## src/rtl/operand_buffer.sv

```systemverilog
// operand_buffer: LIFO/FIFO operand store with registered pop data and sticky overflow/underflow flags
module operand_buffer #(
  parameter int IN_W   = 16,
  parameter int DATA_W = 32,
  parameter int DEPTH  = 16,
  parameter int CNT_W  = 5
) (
  input  logic              clk,
  input  logic              reset,
  input  logic              mode,
  input  logic              push,
  input  logic [IN_W-1:0]   push_data,
  input  logic              pop,
  input  logic              clear_err,
  output logic [DATA_W-1:0] pop_data,
  output logic              pop_valid,
  output logic [CNT_W-1:0]  count,
  output logic              empty,
  output logic              full,
  output logic              have_data,
  output logic              overflow,
  output logic              underflow,
  output logic              mode_q
);
  localparam int PW = $clog2(DEPTH);
  logic [DATA_W-1:0] mem [DEPTH];
  logic [PW-1:0] wr_ptr, rd_ptr, wp, rp, top, waddr, raddr;
  logic eff, chg, do_pop, do_push;
  assign empty = count == '0;
  assign full = count == CNT_W'(DEPTH);
  assign have_data = !empty;
  // an empty buffer adopts the requested mode immediately, so a push in that cycle lands where the new mode will read it
  always_comb begin
    eff = empty ? mode : mode_q;
    chg = eff != mode_q;
    wp = chg ? '0 : wr_ptr;
    rp = chg ? '0 : rd_ptr;
    top = PW'(count - CNT_W'(1));
    do_pop = pop && !empty;
    do_push = push && (!full || do_pop);
    waddr = eff ? wp : (do_pop ? top : count[PW-1:0]);
    raddr = eff ? rp : top;
  end
  always_ff @(posedge clk)
    if (!reset && do_push) mem[waddr] <= DATA_W'(push_data);
  always_ff @(posedge clk) begin
    if (reset) begin
      count <= '0;
      wr_ptr <= '0;
      rd_ptr <= '0;
      pop_data <= '0;
      pop_valid <= 1'b0;
      overflow <= 1'b0;
      underflow <= 1'b0;
      mode_q <= mode;
    end else begin
      count <= count + CNT_W'(do_push) - CNT_W'(do_pop);
      wr_ptr <= wp + PW'(do_push && eff);
      rd_ptr <= rp + PW'(do_pop && eff);
      pop_valid <= do_pop;
      if (do_pop) pop_data <= mem[raddr];
      overflow <= (overflow && !clear_err) || (push && full && !do_pop);
      underflow <= (underflow && !clear_err) || (pop && empty);
      mode_q <= eff;
    end
  end
endmodule

```

## config.mk

```make
export PLATFORM = sky130hd
export DESIGN_NAME = operand_buffer
export DESIGN_NICKNAME = d
export VERILOG_FILES = /design/src/rtl/operand_buffer.sv
export SDC_FILE = /design/constraint.sdc
export NUM_CORES = 1
export LEC_CHECK = 0
export BUFFER_PORTS_ARGS = -buffer_cell sky130_fd_sc_hd__buf_2
export CORE_ASPECT_RATIO = 0.6
export CORE_MARGIN = 3
export CORE_UTILIZATION = 45
export DETAILED_ROUTE_END_ITERATION = 8
export SKIP_CTS_REPAIR_TIMING = 1
export SYNTH_ARGS = -nofsm -noshare
export SYNTH_HDL_FRONTEND = slang
export SYNTH_SLANG_ARGS = --single-unit
```

## constraint.sdc

```tcl
create_clock -name clk -period 6.9 [get_ports clk]
set_clock_uncertainty 0.1 [all_clocks]
set_input_delay 0.69 -clock clk [delete_from_list [all_inputs] [get_ports clk]]
set_output_delay 0.69 -clock clk [all_outputs]
set_load 0.05 [all_outputs]
```

After elaboration in Yosys (flattened, before gate mapping)
Memory sizes are Yosys's and may differ from the RTL's. A register that Yosys moved wholly into a read port is not among the register bits.
Index checks and enable logic that the tools add are counted.
{"block": "totals", "reg_bits": 49, "mem_bits_rw": 256, "output_inout_bits": 44, "n_memories": 1, "elab_cells": 44, "input_bits": 22}
{"block": "classes", "reduce_logical": 19, "addsub": 5, "mux": 9, "n_eq_ne": 2}
{"name": "mem", "depth": 16, "word_bits": 16, "rd": 1, "rd_ports_with_merged_regs": 1, "write_ports": 1, "line": "26", "source": "logic [DATA_W-1:0] mem [DEPTH];"}
{"cell": "4-bit two-way mux", "count": 5}
{"cell": "1-bit logical AND", "count": 10}
{"cell": "4-bit by 1-bit adder with 4-bit output", "count": 2}
{"cell": "5-bit by 1-bit adder with 5-bit output", "count": 1}
{"cell": "5-bit == test, second input constant", "count": 1}
{"cell": "1-bit zero test", "count": 5}
{"cell": "5-bit zero test", "count": 1}
{"cell": "5-bit by 1-bit subtractor with 5-bit output", "count": 1}
{"cell": "1-bit two-way mux", "count": 4}
{"cell": "4-bit by 1-bit subtractor with 4-bit output, second input constant", "count": 1}
{"cell": "1-bit logical OR", "count": 3}
{"cell": "1-bit inequality test", "count": 1}

Logic depth before layout (Yosys ltp)
Gate-level depths: netlist of the first run.
{"block": "logic_depth", "depth_word": 8, "mapped_depth": 16, "mapped_depth_nobuf": 15}

Least setup slack after synthesis of the first run
OpenSTA, ideal clock, no wires.
{"block": "synth_timing", "kind": "reg-to-reg", "startpoint": "register count[0]", "endpoint": "register count[4]", "arrival_time_ns": 3.494, "required_time_ns": 6.668, "path_stages_with_launch": 17, "slack_ns": 3.173, "n_path_buf": 1, "cell_sequence": "dfxtp_1 > inv_1 > ha_1 > nand3b_4 > inv_4 > nor2_2 > clkbuf_1 > ha_1 > inv_1 > ha_1 > inv_1 > fa_1 > nor2_1 > nor2_1 > nor2_1 > or3_1 > a21oi_1"}
{"block": "synth_via", "elab_chain_cells": 7}
{"element": "start, declared", "line": "17", "source": "output logic [CNT_W-1:0] count,"}
{"element": "start signal, assigned", "line": "57", "source": "count <= count + CNT_W'(do_push) - CNT_W'(do_pop);"}
{"element": "5-bit zero test (*)", "line": "29", "source": "assign empty = count == '0;"}
{"element": "1-bit zero test (*)"}
{"element": "via have_data", "line": "20", "source": "output logic have_data,"}
{"element": "1-bit logical AND (*)", "line": "39", "source": "do_pop = pop && !empty;"}
{"element": "via do_pop", "line": "28", "source": "logic eff, chg, do_pop, do_push;"}
{"element": "1-bit logical OR", "line": "40", "source": "do_push = push && (!full || do_pop);"}
{"element": "1-bit logical AND", "line": "40"}
{"element": "5-bit by 1-bit adder with 5-bit output", "line": "57"}
{"element": "5-bit by 1-bit subtractor with 5-bit output (*)", "line": "57"}
The timed path passes the listed nets; every way through them passes the cells marked *.
A chain may end at the register's enable or synchronous reset.

Final worst setup path of the first run
{"block": "layout_timing", "startpoint": "register count[0]", "endpoint": "memory mem[3][12] (netlist bit), enable pin"}
{"block": "layout_via", "elab_chain_cells": 8}
{"element": "5-bit zero test", "line": "29"}
{"element": "1-bit zero test", "line": "39"}
{"element": "1-bit logical AND", "line": "39"}
{"element": "1-bit logical OR", "line": "40"}
{"element": "1-bit logical AND", "line": "40"}
{"element": "1-bit logical AND", "line": "45", "source": "if (!reset && do_push) mem[waddr] <= DATA_W'(push_data);"}
{"element": "1-bit two-way mux", "line": "45"}
{"element": "1-bit two-way mux (implied by the code)", "line": "45"}
{"element": "end, declared", "line": "26"}
Several ways; a longest one is shown, not always the timed one.

==> results.toml, run 1 <==
[setup_path]
worst_path_max_delay_cell = "nor2_2"
crit_family = "simple AND/OR/NAND/NOR gates"
crit_required_ns = 6.96
critical_path_arrival_ns = 4.15
start_kind = "flip-flop"
cp-end-kind = "flip-flop"
cp_max_fo = 35
critical-path-max-stage-delay_ns = 0.77
r2r_cells = 9
r2r-end = "mem[3][12]"
worstSetupPathType = "reg -> reg"
r2r-start = "count[0]"
worst-path-buf-inv = 2
r2r_slack_ns = 2.81
worstPathCellList = "inv_1, ha_1, nand3b_4, inv_4, nor2_4, xnor2_1, o21ai_0, nand2_1, nor2_2"

[synthesis]
yosys_warnings = 0
synth_area_um2 = 12200
synth_edf_count = 256
synth_seq_cells = 289
ys.flop_type = "edfxtp_1"
synthCells = 983
avgSynthCellArea_um2 = 12.4
synth-async-reset-ratio = 0
seq_area_frac_synth = 0.682
synth_cell_types = 52

[clocking]
clock_sinks = 289
h-tree-depth = 1
cts_tree = "built"
cts_buffers = 27
clock_latency_ns = 0.54
path_clk_slew_ns = 0.07
clock_path_buffers = 3
clock-root-buffer = "clkbuf_16"

[cells_and_area]
insertedDiodeCount = 0
fin_cells = 1369
drive_gt1_frac = 0.123
syn_to_final_growth_pct = 9.91
regArea_um2 = 8350
multi_input_area_um2 = 3510
layout_common_cells = "256 x edfxtp_1, 169 x nand3_1, 116 x o21ai_0, 49 x a31oi_1, 49 x buf_2"
final_common_cell = "edfxtp_1"
nNetsFinal = 1028
final_area_um2 = 13400
nFillCells = 2322

[place]
place.gp.congestion = 0.867
dp_hpwl_um = 20700
dp_cells = 1322
dpl_cell_area_um2 = 12700
port-buffer-count = 49

[die]
initial_core_util = 0.460
dieArea_um2 = 29300
die_width_um = 219
coreArea_um2 = 26600
die_h_um = 134
num_rows = 46
num_io_pins = 66

[global_route]
grt_overflow = 0
grt_max_degree = 127
grt_pass1_wl_um = 49900
grt_usage = 0.230
antenna_found_initial = 0
grt_pass1_vias = 7713

[routing]
drt_wl_total_um = 34000
vias_per_cell = 6.08
wl_per_cell_um = 24.8
first_pass_iters = 5
vias = 8323
ant_nets = 0
drc = 0
drt_iter0_markers = 1011

[worst_hold_path]
holdCritStartpoint = "push"
worstHoldPathType = "in -> reg"
holdPathStages = 3
whs_endpoint = "overflow"

[power_and_ir_drop]
powerDensity_nw_per_um2 = 505
vdd_drop_max_mv = 0.452
p_leak_nw = 4.39

[sta]
fin_crit_sh = 0.592
fin_setup_tns_ns = 0
hold_viol = 0
fin_crit_ns = 4.09
hold_slack_ns = 0.337
drv_slew = 0
tightest_slew_ns = 1.02
slew_headroom = 0.305
finalSetupViolations = 0
rsz0062_at_grt = "no"
fmax_mhz = 245

[run_status]
status = "complete, no violations"

[job]
max_cap_viol_count = 0
## worst max path at each step
| stage | start | slack (ns) | cells after the start | end |
|---|---|---|---|---|
| finish | count[0] | 2.81 | 9 | mem[3][12] |
| global route | count[0] | 2.45 | 9 | mem[15][14] |
| CTS | count[0] | 2.80 | 9 | mem[7][8] |
| detailed placement | count[0] | 2.80 | 9 | mem[7][3] |
| global placement | count[0] | 2.91 | 9 | mem[7][15] |
| floorplan | count[0] | 3.17 | 16 | count[4] |
## per-layer routing
metal | up-vias | track usage | share of wire
met1 | 4152 | 0.355 | 0.45
met3 | 47 | 0.0634 | 0.099
met5 | - | 0 | 0
li1 | 3760 | - | -
met2 | 364 | 0.326 | 0.43
met4 | 0 | 0.0493 | 0.020
## worst register-to-register path: stages, from the launching register on
cell and delay (ns):
dfxtp_1 0.50, inv_1 0.20, ha_1 0.33, nand3b_4 0.19, inv_4 0.10, nor2_4 0.60, xnor2_1 0.11, o21ai_0 0.48
nand2_1 0.31, nor2_2 0.77
## cell families after synthesis
logic type | count (synthesis) | share of synthesized area
DFF | 289 | 0.682
xor gates and xnor gates | 12 | 0.00859
buffers and inverters | 107 | 0.0439
AOI/OAI and AO/OA | 255 | 0.119
muxes | 2 | 0.00174
adders and majority gates | 15 | 0.0160
and+or+nand+nor | 302 | 0.128
other | 1 | 0.000306
## through the flow
| stage | setup WS (ns) | util | power, mW |
|---|---|---|---|
| 2_1_floorplan | 3.17 | - | 4.38 |
| 3_3_place_gp | 2.91 | 0.477 | 5.41 |
| 3_5_place_dp | 2.80 | 0.477 | 5.42 |
| 4_1_cts | 2.80 | 0.506 | 6.76 |
| 5_1_grt | 2.45 | 0.506 | 7.13 |
| 6_report | 2.81 | 0.506 | 6.79 |
## final cells by class
class / count / share of cell area
flip-flops and latches: 289 / 0.621
multi-input cells: 602 / 0.261
clock buffers: 32 / 0.0516
well taps: 360 / 0.0335
repair buffers: 55 / 0.0234
clock inverters: 15 / 0.00530
inverters: 16 / 0.00465
## state kept, by name (all words and copies together), names as in the netlist
name / cells
pop_valid: 1
wr_ptr: 4
rd_ptr: 4
mem: 256
underflow: 1
pop_data: 16
overflow: 1
count: 5
mode_q: 1
## Yosys cell counts, drive strengths merged, types with 2 or more instances
cell type	n	area [µm²]
nor2	31	119
a21boi	2	15.0
nand3b	2	27.5
a211oi	2	27.5
nand4	33	206
or2	2	12.5
o2111ai	2	17.5
buf	43	292
and2	5	31.3
a31oi	49	307
a32oi	2	17.5
edfxtp	256	7690
ha	14	175
inv	16	62.6
or3	2	12.5
a21oi	38	190
a21bo	2	20.0
o211ai	3	32.5
clkbuf	48	183
nor3	34	170
nor2b	5	31.3
o21bai	16	120
nand3	169	846
xnor2	5	43.8
dfxtp	33	661
nand2	10	37.5
nand2b	4	25.0
xor2	7	61.3
o21ai	136	684
## power breakdown
group | total, mW | internal (mW) | switching (mW)
Sequential | 2.23 | 2.10 | 0.127
Clock | 1.35 | 0.714 | 0.639
Combinational | 3.21 | 0.831 | 2.38
Total | 6.79 | 3.65 | 3.15
No activity file was read; power rests on OpenSTA's default activity.
==> run 2, diff against run 1 <==
==> constraint.sdc (replaced) <==
create_clock -name clk -period 4.1 [get_ports clk]
set_clock_uncertainty 0.1 [all_clocks]
set_input_delay 0.41 -clock clk [delete_from_list [all_inputs] [get_ports clk]]
set_output_delay 0.41 -clock clk [all_outputs]
set_load 0.05 [all_outputs]
==> results.toml, run 2 (synthesized netlist as in run 1, its figures left out) <==
[run_status]
status = "complete, no violations"

[sta]
fin_crit_sh = 0.829
finalSetupViolations = 0
rsz0062_at_grt = "no"
tightest_slew_ns = 0.929
fin_crit_ns = 3.40
drv_slew = 0
fmax_mhz = 294
hold_viol = 0
slew_headroom = 0.378
fin_setup_tns_ns = 0

[setup_path]
r2r_slack_ns = 0.70
worstSetupPathType = "reg -> reg"
r2r-start = "count[0]"
cp-end-kind = "flip-flop"
critical_path_arrival_ns = 3.72
cp_max_fo = 16
r2r_cells = 10
start_kind = "flip-flop"
r2r-end = "pop_data[9]"
crit_required_ns = 4.42

[routing]
drt_iter0_markers = 1091
wl_per_cell_um = 23.1
first_pass_iters = 5
drc = 0
vias = 8440
drt_wl_total_um = 32800
vias_per_cell = 5.95
ant_nets = 0

[cells_and_area]
drive_gt1_frac = 0.161
insertedDiodeCount = 0
regMostFlops = "mem"
largest_register_ffs = 256
final_common_cell = "edfxtp_1"
reg.largest.list = "mem x256, pop_data x16, count x5"
layout_common_cells = "256 x edfxtp_1, 169 x nand3_1, 116 x o21ai_0, 49 x a31oi_1, 49 x buf_2"
nNetsFinal = 1075
syn_to_final_growth_pct = 13.5

[clocking]
clock_path_buffers = 3
path_clk_slew_ns = 0.06
cts_tree = "built"
clock_sinks = 289
clock-root-buffer = "clkbuf_16"
h-tree-depth = 1
cts_buffers = 27
clock_latency_ns = 0.55

[power_and_ir_drop]
p_total_mw = 11.5
vdd_drop_max_mv = 0.541
powerDensity_nw_per_um2 = 825
p_leak_nw = 4.67

[die]
dieArea_um2 = 29300
initial_core_util = 0.460
die_width_um = 219
num_rows = 46
coreArea_um2 = 26600
num_io_pins = 66
die_h_um = 134

[global_route]
antenna_found_initial = 0
grt_max_degree = 127
grt_pass1_vias = 7903
grt_usage = 0.227
grt_overflow = 0
grt_pass1_wl_um = 50300

[worst_hold_path]
worstHoldPathType = "in -> reg"
whs_endpoint = "overflow"
holdCritStartpoint = "push"
holdPathStages = 3

[place]
dp_hpwl_um = 19200
place.gp.congestion = 0.837
port-buffer-count = 49

[job]
max_cap_viol_count = 0
==> run 2: cell count changes in the layout (fill, tap and decap cells not counted), sizes merged <==
cell,change
inv,+1
clkinvlp,-2
clkbuf,+11
buf,+47
clkinv,-8
==> run 2: worst max path at each step <==
stage | cells past startpoint | end | start
floorplan | 16 | count[4] | count[0]
global placement | 10 | pop_data[9] | count[0]
detailed placement | 10 | pop_data[9] | count[0]
CTS | 10 | pop_data[9] | count[0]
global route | 10 | pop_data[9] | count[0]
finish | 10 | pop_data[9] | count[0]
==> run 2: cell type report <==
cell class	count	area (µm²)
Clock inverter	6	32.5
Fill cell	2328	12700
Clock buffer	43	756
Sequential cell	289	8350
Timing Repair Buffer	102	731
Tap cell	360	450
Multi-Input combinational cell	602	3510
Inverter	16	62.6
==> run 2: critical path, stage by stage (launching register included) <==
cell and delay (ns):
dfxtp_1 0.51, inv_1 0.19, ha_1 0.34, nand3b_4 0.20
inv_4 0.10, o21ai_2 0.43, mux2i_4 0.65, buf_4 0.36
nand3_1 0.10, nand4_1 0.18, a31oi_1 0.11
==> run 2: report_power, final <==
part	total [mW]	internal, mW	switching, mW
clock network	2.32	1.26	1.06
logic	5.44	1.65	3.79
registers	3.71	3.53	0.172
total	11.5	6.44	5.02
==> run 2: per-layer routing <==
metal / track usage / vias to the layer above / routed length [µm]
met4: 0.0529 / 0 / 716
li1: - / 3854 / -
met3: 0.0497 / 55 / 2910
met1: 0.362 / 4172 / 15300
met5: 0 / - / 0
met2: 0.313 / 359 / 13900
==> run 2: per-stage QoR <==
stage	instance area, µm²	hold WS (ns)	setup slack, ns	util	cells
global placement	13100	0.363	0.851	0.493	1369
global route	13900	0.0653	0.506	0.522	1418
detailed placement	13100	0.392	0.743	0.493	1369
finish	13900	0.0621	0.702	0.522	1418
CTS	13900	0.0335	0.733	0.522	1418
floorplan	12300	0.409	0.373	-	998
